[src/rtl/mc_control.sv]
// Multi-cycle control FSM: sequences each instruction through fetch, decode, execute, memory and write-back.
// Latency: 3-5 cycles per instruction counted from FETCH; outputs are decoded from the registered state.
// Backpressure: none; the FSM advances every cycle and the datapath must keep up.
//
// Ports:
//   i_clk, i_reset      : clock; asynchronous active-high reset to IDLE that also clears the illegal flag
//   i_opcode, i_funct   : IR[31:26] and IR[5:0] from the latched instruction register
//   i_zero              : ALU zero flag, used only in BRANCH (BNE)
//   o_pc_we/o_ir_we/o_tgt_we/o_reg_we/o_mem_we : write enables
//   o_alu_src_a/o_alu_src_b/o_imm_zext/o_alu_op/o_pc_src/o_reg_dst/o_mem_to_reg : datapath mux selects
//   o_state             : current state encoding (debug)
//   o_illegal           : sticky unsupported-instruction flag
module mc_control (
  input  logic       i_clk,
  input  logic       i_reset,
  input  logic [5:0] i_opcode,
  input  logic [5:0] i_funct,
  input  logic       i_zero,
  output logic       o_pc_we,
  output logic       o_ir_we,
  output logic       o_tgt_we,
  output logic       o_reg_we,
  output logic       o_mem_we,
  output logic       o_alu_src_a,
  output logic [1:0] o_alu_src_b,
  output logic       o_imm_zext,
  output logic [1:0] o_alu_op,
  output logic [1:0] o_pc_src,
  output logic [1:0] o_reg_dst,
  output logic [1:0] o_mem_to_reg,
  output logic [3:0] o_state,
  output logic       o_illegal
);

  // Opcodes
  localparam logic [5:0] OP_RTYPE = 6'h00;
  localparam logic [5:0] OP_J     = 6'h02;
  localparam logic [5:0] OP_JAL   = 6'h03;
  localparam logic [5:0] OP_BNE   = 6'h05;
  localparam logic [5:0] OP_ADDI  = 6'h08;
  localparam logic [5:0] OP_XORI  = 6'h0E;
  localparam logic [5:0] OP_LW    = 6'h23;
  localparam logic [5:0] OP_SW    = 6'h2B;

  // R-type funct codes
  localparam logic [5:0] FN_JR  = 6'h08;
  localparam logic [5:0] FN_ADD = 6'h20;
  localparam logic [5:0] FN_SUB = 6'h22;
  localparam logic [5:0] FN_SLT = 6'h2A;

  // ALU operations
  localparam logic [1:0] ALU_ADD = 2'd0;
  localparam logic [1:0] ALU_SUB = 2'd1;
  localparam logic [1:0] ALU_XOR = 2'd2;
  localparam logic [1:0] ALU_SLT = 2'd3;

  // Mux select encodings
  localparam logic [1:0] SRCB_RT    = 2'd0;
  localparam logic [1:0] SRCB_FOUR  = 2'd1;
  localparam logic [1:0] SRCB_IMM   = 2'd2;
  localparam logic [1:0] SRCB_BROFF = 2'd3;
  localparam logic [1:0] PCS_ALU    = 2'd0;
  localparam logic [1:0] PCS_TGT    = 2'd1;
  localparam logic [1:0] PCS_JADDR  = 2'd2;
  localparam logic [1:0] PCS_RS     = 2'd3;
  localparam logic [1:0] DST_RT     = 2'd0;
  localparam logic [1:0] DST_RD     = 2'd1;
  localparam logic [1:0] DST_RA     = 2'd2;
  localparam logic [1:0] WB_ALUOUT  = 2'd0;
  localparam logic [1:0] WB_MDR     = 2'd1;
  localparam logic [1:0] WB_PC      = 2'd2;

  typedef enum logic [3:0] {
    S_IDLE     = 4'd0,
    S_FETCH    = 4'd1,
    S_DECODE   = 4'd2,
    S_EXEC_R   = 4'd3,
    S_EXEC_I   = 4'd4,
    S_MEM_ADDR = 4'd5,
    S_MEM_RD   = 4'd6,
    S_MEM_WR   = 4'd7,
    S_WB_ALU   = 4'd8,
    S_WB_MEM   = 4'd9,
    S_BRANCH   = 4'd10,
    S_JUMP     = 4'd11,
    S_JR       = 4'd12
  } state_t;

  state_t r_state;
  state_t w_next;
  logic   r_illegal;
  logic   w_set_illegal;

  // The IR is stable from DECODE until the next FETCH, so later states can
  // keep looking at opcode/funct instead of storing a decoded copy.
  logic w_rtype;
  logic w_rtype_alu;
  logic w_rtype_jr;

  assign w_rtype     = (i_opcode == OP_RTYPE);
  assign w_rtype_alu = w_rtype && ((i_funct == FN_ADD) || (i_funct == FN_SUB) || (i_funct == FN_SLT));
  assign w_rtype_jr  = w_rtype && (i_funct == FN_JR);

  // State register
  always_ff @(posedge i_clk or posedge i_reset) begin
    if (i_reset) begin
      r_state   <= S_IDLE;
      r_illegal <= 1'b0;
    end else begin
      r_state   <= w_next;
      r_illegal <= r_illegal | w_set_illegal;
    end
  end

  // Next-state logic
  always_comb begin
    w_next        = S_FETCH;
    w_set_illegal = 1'b0;
    case (r_state)
      S_IDLE:   w_next = S_FETCH;
      S_FETCH:  w_next = S_DECODE;
      S_DECODE: begin
        if (w_rtype_alu) begin
          w_next = S_EXEC_R;
        end else if (w_rtype_jr) begin
          w_next = S_JR;
        end else begin
          case (i_opcode)
            OP_ADDI, OP_XORI: w_next = S_EXEC_I;
            OP_LW, OP_SW:     w_next = S_MEM_ADDR;
            OP_BNE:           w_next = S_BRANCH;
            OP_J, OP_JAL:     w_next = S_JUMP;
            default: begin
              // Unknown opcode or unknown R-type funct: skip to the next fetch, no writes.
              w_next        = S_FETCH;
              w_set_illegal = 1'b1;
            end
          endcase
        end
      end
      S_EXEC_R:   w_next = S_WB_ALU;
      S_EXEC_I:   w_next = S_WB_ALU;
      S_MEM_ADDR: w_next = (i_opcode == OP_LW) ? S_MEM_RD : S_MEM_WR;
      S_MEM_RD:   w_next = S_WB_MEM;
      S_MEM_WR:   w_next = S_FETCH;
      S_WB_ALU:   w_next = S_FETCH;
      S_WB_MEM:   w_next = S_FETCH;
      S_BRANCH:   w_next = S_FETCH;
      S_JUMP:     w_next = S_FETCH;
      S_JR:       w_next = S_FETCH;
      default: begin
        // Encodings 13-15 are unreachable in normal operation; recover and flag it.
        w_next        = S_FETCH;
        w_set_illegal = 1'b1;
      end
    endcase
  end

  // Output decode
  always_comb begin
    o_pc_we      = 1'b0;
    o_ir_we      = 1'b0;
    o_tgt_we     = 1'b0;
    o_reg_we     = 1'b0;
    o_mem_we     = 1'b0;
    o_alu_src_a  = 1'b0;
    o_alu_src_b  = SRCB_RT;
    o_imm_zext   = 1'b0;
    o_alu_op     = ALU_ADD;
    o_pc_src     = PCS_ALU;
    o_reg_dst    = DST_RT;
    o_mem_to_reg = WB_ALUOUT;
    case (r_state)
      S_FETCH: begin
        o_ir_we     = 1'b1;
        o_pc_we     = 1'b1;
        o_alu_src_b = SRCB_FOUR;
      end
      S_DECODE: begin
        // Speculatively compute the branch target while the IR is decoded.
        o_tgt_we    = 1'b1;
        o_alu_src_b = SRCB_BROFF;
      end
      S_EXEC_R: begin
        o_alu_src_a = 1'b1;
        o_alu_src_b = SRCB_RT;
        case (i_funct)
          FN_SUB:  o_alu_op = ALU_SUB;
          FN_SLT:  o_alu_op = ALU_SLT;
          default: o_alu_op = ALU_ADD;
        endcase
      end
      S_EXEC_I: begin
        o_alu_src_a = 1'b1;
        o_alu_src_b = SRCB_IMM;
        if (i_opcode == OP_XORI) begin
          o_alu_op   = ALU_XOR;
          o_imm_zext = 1'b1;
        end
      end
      S_MEM_ADDR, S_MEM_RD: begin
        o_alu_src_a = 1'b1;
        o_alu_src_b = SRCB_IMM;
      end
      S_MEM_WR: begin
        o_alu_src_a = 1'b1;
        o_alu_src_b = SRCB_IMM;
        o_mem_we    = 1'b1;
      end
      S_WB_ALU: begin
        o_reg_we  = 1'b1;
        o_reg_dst = w_rtype ? DST_RD : DST_RT;
      end
      S_WB_MEM: begin
        o_reg_we     = 1'b1;
        o_mem_to_reg = WB_MDR;
      end
      S_BRANCH: begin
        // BNE: rs - rt; PC takes the target computed in DECODE only when not equal.
        o_alu_src_a = 1'b1;
        o_alu_op    = ALU_SUB;
        o_pc_src    = PCS_TGT;
        o_pc_we     = ~i_zero;
      end
      S_JUMP: begin
        o_pc_we  = 1'b1;
        o_pc_src = PCS_JADDR;
        if (i_opcode == OP_JAL) begin
          // PC already holds the return address (PC+4) from FETCH.
          o_reg_we     = 1'b1;
          o_reg_dst    = DST_RA;
          o_mem_to_reg = WB_PC;
        end
      end
      S_JR: begin
        o_pc_we  = 1'b1;
        o_pc_src = PCS_RS;
      end
      default: ;
    endcase
  end

  assign o_state   = r_state;
  assign o_illegal = r_illegal;

endmodule

[config.mk]
export PLATFORM = sky130hd
export DESIGN_NAME = mc_control
export DESIGN_NICKNAME = d
export VERILOG_FILES = /design/src/rtl/mc_control.sv
export SDC_FILE = /design/constraint.sdc
export NUM_CORES = 1
export LEC_CHECK = 0
export ABC_AREA = 1
export CORE_MARGIN = 2
export CORE_UTILIZATION = 33
export DETAILED_ROUTE_END_ITERATION = 12
export PLACE_DENSITY_LB_ADDON = 0.08
export SETUP_SLACK_MARGIN = 0.2
export SYNTH_ARGS = -nofsm -noshare
export SYNTH_HDL_FRONTEND = slang
export SYNTH_SLANG_ARGS = --single-unit
export TNS_END_PERCENT = 20
[constraint.sdc]
create_clock -name i_clk -period 2.85 [get_ports i_clk]
set_input_delay 0.4275 -clock i_clk [delete_from_list [all_inputs] [get_ports i_clk]]
set_output_delay 0.4275 -clock i_clk [all_outputs]
set_load 0.01 [all_outputs]
==> run_results.csv, run 1 <==
group,metric,value,unit
outcome,outcome,"completed",
synth,ys_top_cells_by_count,"24 x sky130_fd_sc_hd__nand2_1, 23 x sky130_fd_sc_hd__nor2_1, 19 x sky130_fd_sc_hd__inv_1",
place,detailedPlace.worstSlack,351.1,ps
timing,setup-tns-final,0,ps
synth,number_of_distinct_library_cells_after_synthesis,24,
synth,synth_edf_count,0,
clocking,htree_num_levels,1,
critical_path,crit_path_end_kind,"output pin",
clocking,post-cts-setup-buffers,0,
min_path,hold_path.class,"in -> async",
layout,insertedDiodeCount,0,
die,core-area,1783,um2
synth,synthMostInstantiatedCell,"sky130_fd_sc_hd__nand2_1",
global_routing,gr-total-overflow,0,
critical_path,regToRegStartpoint,"o_state[2]$_DFF_PP0_",
layout,finish.net_count,169,
global_routing,grt_first_pass_wirelength,2.718,mm
place,globalplace.congestion,0.8509,
route,drt_wl_total,1.670,mm
clocking,clkLatencyLatePin,240,ps
synth,synth_cells,114,
clocking,cts_hold_buffers,0,
clocking,cts_repair_resize_count,0,
clocking,max-clock-path-buffers,2,
layout,layout.area.seq,125.1,um2
clocking,cts_tree,"built",
critical_path,data_arrival_time_at_the_worst_slack_endpoint,2070,ps
die,fp.dieW,48.19,um
power,switching_power_of_the_nets,330.7,uW
synth,synth.yosys.warnings,0,
power,combPwrFrac,72.0,%
synth,synth_sequential_area_ratio,19.42,%
die,die_area,2322,um2
timing,layout_worst_path_cycle_share,87.61,%
route,detail_route.iter0.violations,19,
timing,postLayoutSetupSlackWorst,353.2,ps
layout,fillers,170,
timing,timing.slew.headroom,82.20,%
timing,final_hold_viols,0,
clocking,cts.sinks,5,
global_routing,number_of_antenna_violations_at_the_first_check_in_global_routing,0,
route,drcViolationCount,0,
global_routing,global_route.usage.total,16.50,%
die,std_cell_rows,15,
critical_path,highest_net_fanout_along_the_worst_path,4,
clocking,master_cell_of_the_clock_root_buffer,"sky130_fd_sc_hd__clkbuf_4",
synth,synthesis.area,644.4,um2
timing,finalWorstPathRequiredPeriod,2497,ps
synth,synth_area_per_cell,5.652,um2
critical_path,timing.setup.critical_path_class,"in -> out",
synth,yosys_register_bits,5,
power,power.share.switching,44.46,%
route,routedWlPerCell,9.382,um
critical_path,critical_path.startpoint_type,"input pin",
job,drv.max_cap_violation_count,0,
power,sequentialPowerShare,17.2,%
synth,number_of_nets_in_the_synthesized_netlist,129,
critical_path,r2r_cells,8,
synth,synth_area_leader_cell,"sky130_fd_sc_hd__dfrtp_1",
power,p_int,413.0,uW
timing,drv_slew,0,
power,p_per_area,705.1,nW/um2
power,p_clk_share,10.7,%
die,initial_utilization,36.14,%
critical_path,crit_required,2420,ps
clocking,clk_pin_slew_worst_paths,40,ps
synth,synth-async-reset-ratio,100.0,%
critical_path,r2r_slack,1550,ps
route,firstDrtPassIters,4,
route,route.antenna.remaining_nets,0,
critical_path,crit-reg2reg-capture,"o_state[0]$_DFF_PP0_",
clocking,cts_buffers,3,
power,vdd_drop_max,484.1,uV
global_routing,grt_start_max_net_pins,8,
power,total_leakage_power,0.0004835,uW
global_routing,first_global_vias,687,
synth,synth.area.top_cells,"sky130_fd_sc_hd__dfrtp_1 19%, sky130_fd_sc_hd__nand2_1 14%, sky130_fd_sc_hd__nor2_1 13%",
timing,report.final.setup_viol,0,
place,place.detailed.hpwl,1.472,mm
die,chipHeight,48.19,um
synth,yosys.area.top_type_share,19.42,%
layout,post_route_cells_drive_above_1_share,16.34,%
synth,yosys_most_used_dff,"sky130_fd_sc_hd__dfrtp_1",
layout,syn2layout_area_growth,63.69,%
place,numPortBuffers,36,
route,routed_via_density,4.466,
route,routed-via-count,795,
timing,worst_pin_slew,267.0,ps
die,ioPinCount,37,
timing,maxClockFrequency,400.5,MHz
layout,footprint_of_the_multi_input_gates,425.4,um2
timing,finalClockSkew,4.933,ps
timing,grt_setup_unrepaired,"false",
==> layout make-up <==
cell class                 instances  area share (%)
multi-input combinational         85           40.33
timing repair buffer              36           34.16
inverter                          23           8.185
sequential                         5           11.86
tap                               25           2.966
clock buffer                       4           2.491
==> kinds of logic after synthesis <==
logic type | share of synthesized area (%)
AOI/OAI and AO/OA | 10.68
buffers and inverters | 14.56
and+or+nand+nor | 55.34
DFF | 19.42
==> registers in the layout, summed over array words and instances, names as in the netlist <==
name / flops
o_illegal: 1
o_state: 4
==> routing by layer <==
| layer | share of wire, % | up-vias | wire length [um] | track usage (%) |
|---|---|---|---|---|
| met5 | 0 | - | 0 | 0 |
| met4 | 0 | 0 | 0 | 1.622 |
| met3 | 6.3 | 0 | 106 | 5.926 |
| met2 | 43 | 30 | 720 | 27.11 |
| met1 | 51 | 333 | 844 | 21.52 |
| li1 | - | 432 | - | - |
==> worst max-delay path: stages <==
cell and delay, ps:
sky130_fd_sc_hd__clkdlybuf4s50_1 470, sky130_fd_sc_hd__nor2_2 200, sky130_fd_sc_hd__inv_1 50, sky130_fd_sc_hd__nor2_1 110, sky130_fd_sc_hd__nand2_1 90, sky130_fd_sc_hd__nor2_1 150, sky130_fd_sc_hd__clkdlybuf4s50_1 560
==> cells in the final DEF (no fill, tap or decap) <==
cell / n
sky130_fd_sc_hd__o21ai_1: 1
sky130_fd_sc_hd__o211ai_1: 1
sky130_fd_sc_hd__nor3_1: 2
sky130_fd_sc_hd__nor2_4: 2
sky130_fd_sc_hd__a21oi_2: 1
sky130_fd_sc_hd__clkbuf_4: 3
sky130_fd_sc_hd__clkbuf_1: 1
sky130_fd_sc_hd__and2_1: 1
sky130_fd_sc_hd__o21ai_0: 2
sky130_fd_sc_hd__nor2_1: 23
sky130_fd_sc_hd__nand2_2: 3
sky130_fd_sc_hd__dfrtp_1: 5
sky130_fd_sc_hd__inv_1: 19
sky130_fd_sc_hd__nor2_2: 9
sky130_fd_sc_hd__a31oi_1: 1
sky130_fd_sc_hd__nand4_1: 1
sky130_fd_sc_hd__o21bai_1: 1
sky130_fd_sc_hd__nand2_1: 24
sky130_fd_sc_hd__or2_4: 1
sky130_fd_sc_hd__a21oi_1: 1
sky130_fd_sc_hd__inv_2: 4
sky130_fd_sc_hd__nand3_1: 6
sky130_fd_sc_hd__nand2_4: 1
sky130_fd_sc_hd__o22ai_1: 3
sky130_fd_sc_hd__nand3_2: 1
sky130_fd_sc_hd__clkdlybuf4s50_1: 36
==> power by group through the flow <==
stage / Combinational [uW] / Clock, uW / Sequential [uW]
after global placement: 540 / 0 / 129
after floorplan: 288 / 0 / 134
after global routing: 586 / 93.6 / 133
after CTS: 540 / 83.7 / 129
after detailed placement: 538 / 0 / 130
final: 536 / 79.8 / 128
==> stage by stage <==
stage	cell area, um2	total power (uW)	cells	util, %	hold slack, ps
floorplan	644.4	422.0	114	-	206.0
global placement	1028	668.6	174	57.68	495.5
finish	1055	743.7	178	59.16	378.3
CTS	1055	752.8	178	59.16	374.8
global route	1055	812.4	178	59.16	385.7
detailed placement	1028	668.1	174	57.68	489.5
==> worst max-delay path by stage <==
stage	startpoint	end	slack, ps
5_1_grt	i_opcode[2]	o_reg_dst[1]	260
4_1_cts	i_opcode[2]	o_reg_dst[1]	350
3_5_place_dp	i_opcode[2]	o_reg_dst[1]	350
2_1_floorplan	o_state[3]$_DFF_PP0_	o_reg_dst[1]	1180
3_3_place_gp	i_opcode[1]	o_alu_op[1]	410
6_report	i_opcode[2]	o_reg_dst[1]	350
(Power assumes the default switching activity.)
==> inputs of run 2 (changes only) <==
--- a/config.mk
+++ b/config.mk
@@ -10,7 +10,7 @@
 export CORE_UTILIZATION = 33
 export DETAILED_ROUTE_END_ITERATION = 12
 export PLACE_DENSITY_LB_ADDON = 0.08
-export SETUP_SLACK_MARGIN = 0.2
+export SLEW_MARGIN = 20
 export SYNTH_ARGS = -nofsm -noshare
 export SYNTH_HDL_FRONTEND = slang
 export SYNTH_SLANG_ARGS = --single-unit
==> results of run 2 <==
Final layout, timing and power as in run 1 (identical DEF).
